File: config.mk
export PLATFORM = sky130hd
export DESIGN_NAME = fetch_unit
export DESIGN_NICKNAME = d
export VERILOG_FILES = /design/src/rtl/riscv_pkg.sv /design/src/rtl/fetch_queue.sv /design/src/rtl/fetch_unit.sv
export SDC_FILE = /design/constraint.sdc
export NUM_CORES = 1
export LEC_CHECK = 0
export BUFFER_PORTS_ARGS = -buffer_cell sky130_fd_sc_hd__clkbuf_2
export CORE_UTILIZATION = 25
export DETAILED_ROUTE_END_ITERATION = 7
export MAX_ROUTING_LAYER = met4
export SLEW_MARGIN = 20
export SYNTH_ARGS = -nofsm -noshare
export SYNTH_HDL_FRONTEND = slang
export SYNTH_SLANG_ARGS = --single-unit
File: constraint.sdc
create_clock -name clk -period 8.62 [get_ports clk]
set_input_delay 1.724 -clock clk [delete_from_list [all_inputs] [get_ports clk]]
set_output_delay 1.724 -clock clk [all_outputs]
set_load 0.01 [all_outputs]
File: src/rtl/riscv_pkg.sv
// ============================================================================
// Module      : riscv_pkg
// Description : Shared constants and types for the pipelined RISC-V core:
//               architectural width, reset vector, canonical NOP encoding and
//               the fetch-queue entry layout.
// Revision    : 1.0 - initial release
// ============================================================================
`default_nettype none

package riscv_pkg;

  localparam int XLEN = 32;

  localparam logic [XLEN-1:0] DEFAULT_RESET_PC = 32'h0000_0000;

  // addi x0, x0, 0
  localparam logic [XLEN-1:0] INST_NOP = 32'h0000_0013;

  typedef struct packed {
    logic [XLEN-1:0] pc;
    logic [XLEN-1:0] inst;
  } fetch_entry_t;

endpackage

`default_nettype wire

File: src/rtl/fetch_queue.sv
// ============================================================================
// Module      : fetch_queue
// Description : Small synchronous FIFO holding fetched {pc, inst} pairs.
//               Push and pop in the same cycle are accepted at any fill level,
//               including full. Flush empties the queue and takes priority
//               over push and pop.
// Ports       : clk, rst        - clock, synchronous active-high reset
//               flush           - discard all entries
//               push, push_pc,
//               push_inst       - write one entry at the tail
//               pop             - consume the head entry
//               head_pc,
//               head_inst       - head entry (undefined when count == 0)
//               count           - number of valid entries, 0..DEPTH
// Revision    : 1.0 - initial release
// ============================================================================
`default_nettype none

module fetch_queue #(
  parameter int WIDTH = 32,
  parameter int DEPTH = 2
) (
  input  logic                         clk,
  input  logic                         rst,
  input  logic                         flush,
  input  logic                         push,
  input  logic [WIDTH-1:0]             push_pc,
  input  logic [WIDTH-1:0]             push_inst,
  input  logic                         pop,
  output logic [WIDTH-1:0]             head_pc,
  output logic [WIDTH-1:0]             head_inst,
  output logic [$clog2(DEPTH+1)-1:0]   count
);

  localparam int c_PTR_W = $clog2(DEPTH);
  localparam int c_CNT_W = $clog2(DEPTH+1);
  localparam logic [c_PTR_W-1:0] c_LAST_PTR = c_PTR_W'(DEPTH-1);
  localparam logic [c_PTR_W-1:0] c_PTR_ONE  = c_PTR_W'(1);
  localparam logic [c_CNT_W-1:0] c_FULL     = c_CNT_W'(DEPTH);
  localparam logic [c_CNT_W-1:0] c_CNT_ONE  = c_CNT_W'(1);

  logic [WIDTH-1:0]   r_pc_mem   [DEPTH];
  logic [WIDTH-1:0]   r_inst_mem [DEPTH];
  logic [c_PTR_W-1:0] r_rd_ptr;
  logic [c_PTR_W-1:0] r_wr_ptr;
  logic [c_CNT_W-1:0] r_count;

  logic w_do_pop;
  logic w_do_push;

  // Pointers wrap modulo DEPTH, which need not be a power of two.
  function automatic logic [c_PTR_W-1:0] next_ptr(input logic [c_PTR_W-1:0] p);
    return (p == c_LAST_PTR) ? '0 : p + c_PTR_ONE;
  endfunction

  always_comb begin
    w_do_pop  = pop & (r_count != '0);
    // A full queue still accepts a push when the head leaves in the same cycle.
    w_do_push = push & ((r_count != c_FULL) | w_do_pop);
  end

  always_ff @(posedge clk) begin
    if (rst || flush) begin
      r_rd_ptr <= '0;
      r_wr_ptr <= '0;
      r_count  <= '0;
    end else begin
      if (w_do_push) begin
        r_pc_mem[r_wr_ptr]   <= push_pc;
        r_inst_mem[r_wr_ptr] <= push_inst;
        r_wr_ptr             <= next_ptr(r_wr_ptr);
      end
      if (w_do_pop) begin
        r_rd_ptr <= next_ptr(r_rd_ptr);
      end
      case ({w_do_push, w_do_pop})
        2'b10:   r_count <= r_count + c_CNT_ONE;
        2'b01:   r_count <= r_count - c_CNT_ONE;
        default: r_count <= r_count;
      endcase
    end
  end

  assign head_pc   = r_pc_mem[r_rd_ptr];
  assign head_inst = r_inst_mem[r_rd_ptr];
  assign count     = r_count;

endmodule

`default_nettype wire

File: src/rtl/fetch_unit.sv
// ============================================================================
// Module      : fetch_unit
// Description : Instruction-fetch stage. Owns the PC, issues reads to a
//               synchronous-read instruction memory (data one cycle after the
//               request), buffers responses in fetch_queue and presents the
//               head entry to decode via valid/ready. A redirect from EX
//               reloads the PC and flushes all fetched-but-unconsumed work.
// Ports       : clk, rst                 - clock, synchronous active-high reset
//               imem_req, imem_addr      - read request / address (= pc)
//               imem_rdata               - read data, one cycle after request
//               redirect_valid,
//               redirect_pc              - taken branch/jump target
//               if_valid, if_ready       - decode handshake
//               if_pc, if_inst,
//               if_pc_plus4              - head entry (zero when empty)
//               perf_bubble_cnt,
//               perf_flush_cnt           - only with FETCH_PERF_CNT_EN
// Options     : FETCH_PERF_CNT_EN - adds bubble/flush performance counters
// Revision    : 1.0 - initial release
// ============================================================================
`default_nettype none

module fetch_unit
  import riscv_pkg::*;
#(
  parameter int               WIDTH    = XLEN,
  parameter int               DEPTH    = 2,
  parameter logic [WIDTH-1:0] RESET_PC = DEFAULT_RESET_PC
) (
  input  logic             clk,
  input  logic             rst,
  output logic             imem_req,
  output logic [WIDTH-1:0] imem_addr,
  input  logic [WIDTH-1:0] imem_rdata,
  input  logic             redirect_valid,
  input  logic [WIDTH-1:0] redirect_pc,
  output logic             if_valid,
  input  logic             if_ready,
  output logic [WIDTH-1:0] if_pc,
  output logic [WIDTH-1:0] if_inst,
  output logic [WIDTH-1:0] if_pc_plus4
`ifdef FETCH_PERF_CNT_EN
  ,
  output logic [31:0]      perf_bubble_cnt,
  output logic [31:0]      perf_flush_cnt
`endif
);

  localparam int c_CNT_W = $clog2(DEPTH+1);
  localparam int c_OCC_W = c_CNT_W + 1;
  localparam logic [WIDTH-1:0]   c_FOUR  = WIDTH'(4);
  localparam logic [c_OCC_W-1:0] c_DEPTH = c_OCC_W'(DEPTH);

  logic [WIDTH-1:0]   r_pc;
  logic [WIDTH-1:0]   r_resp_pc;
  logic               r_inflight;
  logic               r_drop;

  logic [c_CNT_W-1:0] w_count;
  logic [WIDTH-1:0]   w_head_pc;
  logic [WIDTH-1:0]   w_head_inst;
  logic               w_pop;
  logic               w_issue;
  logic               w_push;
  logic [c_OCC_W-1:0] w_occ;

  always_comb begin
    w_pop  = if_valid & if_ready;
    // Occupancy the queue will have once the outstanding response lands;
    // a new issue is only allowed if its response is guaranteed a slot.
    w_occ  = {1'b0, w_count} + {{c_CNT_W{1'b0}}, r_inflight}
           - {{c_CNT_W{1'b0}}, w_pop};
    w_issue = !rst && !redirect_valid && (w_occ < c_DEPTH);
    // A response arriving in a redirect cycle is discarded by the flush.
    w_push = r_inflight & !r_drop;
  end

  always_ff @(posedge clk) begin
    if (rst) begin
      r_pc       <= RESET_PC;
      r_resp_pc  <= '0;
      r_inflight <= 1'b0;
      r_drop     <= 1'b0;
    end else begin
      r_inflight <= w_issue;
      if (redirect_valid) begin
        r_pc <= redirect_pc;
      end else if (w_issue) begin
        r_pc <= r_pc + c_FOUR;
      end
      if (w_issue) begin
        r_resp_pc <= r_pc;
      end
      // Drop the next response only if one is due in the following cycle;
      // a redirect suppresses issue, so a pending drop never double-counts.
      if (redirect_valid && w_issue) begin
        r_drop <= 1'b1;
      end else if (r_inflight && r_drop) begin
        r_drop <= 1'b0;
      end
    end
  end

  fetch_queue #(
    .WIDTH (WIDTH),
    .DEPTH (DEPTH)
  ) u_fetch_queue (
    .clk       (clk),
    .rst       (rst),
    .flush     (redirect_valid),
    .push      (w_push),
    .push_pc   (r_resp_pc),
    .push_inst (imem_rdata),
    .pop       (w_pop),
    .head_pc   (w_head_pc),
    .head_inst (w_head_inst),
    .count     (w_count)
  );

  assign imem_req    = w_issue;
  assign imem_addr   = r_pc;
  assign if_valid    = (w_count != '0);
  assign if_pc       = if_valid ? w_head_pc : '0;
  assign if_inst     = if_valid ? w_head_inst : '0;
  assign if_pc_plus4 = if_valid ? (w_head_pc + c_FOUR) : '0;

`ifdef FETCH_PERF_CNT_EN
  logic [31:0] r_bubble_cnt;
  logic [31:0] r_flush_cnt;

  always_ff @(posedge clk) begin
    if (rst) begin
      r_bubble_cnt <= '0;
      r_flush_cnt  <= '0;
    end else begin
      if (!if_valid) begin
        r_bubble_cnt <= r_bubble_cnt + 32'd1;
      end
      if (redirect_valid) begin
        r_flush_cnt <= r_flush_cnt + 32'd1;
      end
    end
  end

  assign perf_bubble_cnt = r_bubble_cnt;
  assign perf_flush_cnt  = r_flush_cnt;
`endif

endmodule

`default_nettype wire

Yosys cells after proc, flatten, opt, wreduce, memory -nomap -nowiden
Memories as Yosys holds them, arrays and structs flattened. A register that Yosys moved wholly into a read port is not among the register bits.
Index checks and enable logic that the tools add are counted.

storage, ports and cells
  output and inout port bits = 130
  word-level logic and storage cells = 55
  memories = 2
  input bits = 68
  bits in latches = 0
  RAM bits = 128
  register bits after elaboration = 70
  bits in read-only memories = 0

memory list
  memory                    depth  bits a word  rd ports  clocked after memory_dff  write ports  RTL line           source
  u_fetch_queue.r_inst_mem  2      32           1         1                         1            fetch_queue.sv:43  logic [WIDTH-1:0] r_inst_mem [DEPTH];
  u_fetch_queue.r_pc_mem    2      32           1         1                         1            fetch_queue.sv:42  logic [WIDTH-1:0] r_pc_mem [DEPTH];

cells by class
  shift operators = 0
  equality and inequality tests = 3
  multiplexer cells = 17
  reduce and logical (&&, ||, !) cells = 12
  multiply operators = 0
  bitwise operators = 5
  magnitude comparators = 1
  divide/modulo/power cells = 0
  add/subtract/negate cells = 8

operators by type and width
  cell                   count
  $mux 32                5
  $add 32x3->32 const B  2
  $mux 1                 11
  $reduce_bool 2->1      4
  $and 1x1->1            4
  $logic_and 1x1->1      4
  $pmux 2 s2             1
  $add 2x1->3            1
  $logic_not 1->1        3
  $lt 3x2->1 const B     1
  $sub 3x1->3            1
  $add 1x1->1 const B    2
  $add 2x1->2 const B    1
  $eq 2x1->1 const B     1
  $eq 2x2->1 const B     1
  $ne 2x2->1 const B     1
  $sub 2x1->2 const B    1
  $logic_or 1x1->1       1
  $or 1x1->1             1

Depth between registers and ports, before layout
  word-level depth = 8
  depth in mapped cells = 16

Hierarchy
A second synthesis with hierarchy kept.

second synthesis, totals
  cell total of the unflattened synthesis = 787
  area total of the unflattened synthesis = 8928.6 µm²

modules (own cells, without submodules)
  module       area an instance (µm²)  instances  cells each
  fetch_queue  4844.6                  1          226
  fetch_unit   4083.9                  1          561

Worst setup path before layout
No wires, ideal clock.

  path kind = input to register
  start point = in redirect_valid
  end point = mem u_fetch_queue.r_inst_mem[0][0], enable pin
  setup time = 0.644 ns
  arrival = 8.291 ns
  setup slack = -0.315 ns
  data required time = 7.976 ns
  stages = 3
  path through = clkbuf_1 clkbuf_1 nor4_1

between the ends
  longest elaborated chain between the ends = 3

ends and longest elaborated chain
  element                       RTL line           source
  start: declaration            fetch_unit.sv:35   input logic redirect_valid,
  $logic_or 1x1->1              fetch_queue.sv:63  if (rst || flush) begin
  $mux 1                        fetch_queue.sv:63
  $mux 1 (not written as such)  fetch_queue.sv:70  r_inst_mem[r_wr_ptr] <= push_inst;
  end: declaration              fetch_queue.sv:43

No other way between the ends.

==> flow_summary.json <==
{
  "dr.first_iter.drc_count": 439,
  "vias": 7126,
  "final_antenna_net_count": 0,
  "dr.pass1.iters": 5,
  "status": "finished, final reports clean",
  "async_reset_ff_share_pct": 0,
  "synth-edff-count": 128,
  "internal_power_uw": 1570,
  "io_pins": 198,
  "routedWlPerCell_um": 17.3,
  "synth_common_cells": "edfxtp_1 (128), nand2_1 (115), nor2_1 (94)",
  "dpl_cell_area_um2": 10400,
  "syn_avg_cell_area_um2": 10.7,
  "area_delta_synth_final_pct": 22.9,
  "hold_viol": 0,
  "cp.arrival_ns": 4.12,
  "place_congestion": 0.833,
  "total_power_uw": 2080,
  "fin_setup_tns_ns": 0,
  "slew_headroom_pct": 40.5,
  "synth_top_area_share_pct": 42.8,
  "n_antenna_cell": 0,
  "switching_share_pct": 24.7,
  "criticalPathCategory": "flip-flop to output pin",
  "antenna_found_initial": 0,
  "fp.coreArea_um2": 35500,
  "combPwrFrac_pct": 9.0,
  "setup_violations": 0,
  "synth_top_area_cell": "edfxtp_1",
  "grt-ovfl-total": 0,
  "drive_above_1_share_pct": 24.8,
  "clockPowerShare_pct": 39.9,
  "peakVddDrop_mv": 0.163,
  "grt_pass1_wl_um": 39200,
  "grt_max_degree": 81,
  "final_area_um2": 11000,
  "dp_cells": 1455,
  "p_sw_uw": 514,
  "tightest_slew_ns": 0.893,
  "wirelength_um": 25700,
  "cts_root_buf": "clkbuf_16",
  "grt_setup_unrepaired": "false",
  "max_freq_ghz": 0.171,
  "power.density_nw_per_um2": 189,
  "fin_crit_sh_pct": 67.8,
  "yosysMostFrequentCell": "edfxtp_1",
  "synthCells": 840,
  "crit_path_max_fanout": 50,
  "synth_nets": 913,
  "final_cells": 1488,
  "cts_sinks": 199,
  "place_hpwl_um": 18500,
  "seq_power_share_pct": 51.1,
  "track_usage_pct": 14.5,
  "cts_buffers": 17,
  "nets": 1087,
  "viasPerCell": 4.79,
  "io_buffers": 197,
  "drcViolationCount": 0,
  "synth_ff_type": "edfxtp_1",
  "holdBufCountCts": 0,
  "ys_ff_latch": 199,
  "cp_data_required_time_ns": 6.90,
  "die_area_um2": 36700,
  "grt_pass1_vias": 6698,
  "timing.max_cap.violations": 0,
  "synthTopCellsByArea": "edfxtp_1 (43%), dfxtp_1 (16%), mux2i_1 (6.9%)",
  "yosysSeqAreaShare_pct": 58.6,
  "synthDistinctLibCells": 63,
  "die_y_um": 192,
  "fp-row-count": 69,
  "clock_skew_ns": 0.0123,
  "ys.warnings.count": 0,
  "hp-class": "flip-flop to flip-flop",
  "post_cts_buffers": 0,
  "worstSetupEndpointType": "output pin",
  "start_util_pct": 25.3,
  "cp-start-kind": "flip-flop",
  "clockBufferDepth": 2,
  "htree_levels": 4,
  "clkTransAtPathRegs_ns": 0.07,
  "final_max_slew_viol_count": 0,
  "worstSkewPairLatency_ns": 0.43,
  "tritoncts": "built",
  "synth_area_um2": 8980,
  "leakage_uw": 0.00399,
  "cts_resized": 0,
  "die_x_um": 192,
  "fin_crit_ns": 5.84
}
## critical path, stage by stage, from the launching register on
cell and delay (ns):
dfxtp_4 0.76, buf_4 0.69, nand3_1 0.25, a22oi_1 0.35
nand4_1 0.40, nor4_1 0.64, mux2_2 0.40, clkbuf_2 0.14
## cell usage in the layout, fill, tap and decap left out, drive strengths merged, types with 16 or more instances in the layout
cell type | synthesis | final
a31oi | 17 | 17
edfxtp | 128 | 128
nand2 | 116 | 116
a21oi | 51 | 51
clkbuf | 35 | 215
nor2 | 94 | 94
dfxtp | 71 | 71
nand3 | 37 | 37
o21ai | 16 | 16
mux2i | 62 | 62
inv | 12 | 17
nand4 | 17 | 17
## stage by stage
step / setup slack [ns] / hold slack (ns) / util (%)
final: 2.78 / 0.452 / 31.1
after detailed placement: 3.05 / 0.442 / 29.4
after global routing: 2.43 / 0.489 / 31.1
after CTS: 2.70 / 0.460 / 31.1
after global placement: 3.13 / 0.434 / 29.4
after floorplan: 2.40 / 0.414 / -
## power by group through the flow
stage / sequential [µW] / combinational [µW] / clock (µW)
after detailed placement: 1090 / 190 / 0
after global routing: 1070 / 209 / 898
final: 1060 / 188 / 830
after global placement: 1080 / 187 / 0
after floorplan: 1080 / 108 / 0
after CTS: 1060 / 191 / 852
## sequential cells by signal, summed over array words and instances, names as in the netlist, named ones only
| name | cells |
|---|---|
| r_drop | 1 |
| u_fetch_queue.r_pc_mem | 64 |
| u_fetch_queue.count | 2 |
| r_inflight | 1 |
| imem_addr | 32 |
| u_fetch_queue.r_wr_ptr | 1 |
| r_resp_pc | 32 |
| u_fetch_queue.r_rd_ptr | 1 |
| u_fetch_queue.r_inst_mem | 64 |
## kinds of logic after synthesis
kind of cell / Yosys count / synth area share [%]
and+or+nand+nor: 351 / 18.6
muxes: 66 / 7.41
adders and majority gates: 5 / 0.780
xor gates and xnor gates: 17 / 1.66
AOI/OAI and AO/OA: 139 / 9.96
buffers and inverters: 63 / 2.95
DFF: 199 / 58.6
## path summary, 6_finish.rpt
kind | slack (ns) | start | to | cells after the start
worst min register to register | 0.45 | r_resp_pc[24]$_SDFFE_PP0P_ | u_fetch_queue.r_pc_mem[0][24]$_DFFE_PP_ | 0
worst max register to register | 4.25 | u_fetch_queue.count[1]$_SDFFE_PP0P_ | imem_addr[17]$_SDFFE_PP0P_ | 14
worst max-delay path | 2.78 | flip-flop | if_pc_plus4[30] | 7
worst min-delay path | 0.45 | r_resp_pc[24]$_SDFFE_PP0P_ | u_fetch_queue.r_pc_mem[0][24]$_DFFE_PP_ | 0
## layout make-up
type,instances,area (µm²)
clock buffer,17,425
sequential,199,5270
timing repair buffer,206,1050
inverter,12,45.0
multi-input combinational,578,3490
fill,3649,24400
tap,461,577
clock inverter,15,194
## routing by layer
layer | share of wire (%) | global-route usage, %
met3 | 7.5 | 3.34
met4 | 1.0 | 3.33
met1 | 48 | 20.5
met2 | 43 | 20.7
met5 | 0 | -
Power figures use the tool's default switching activity.
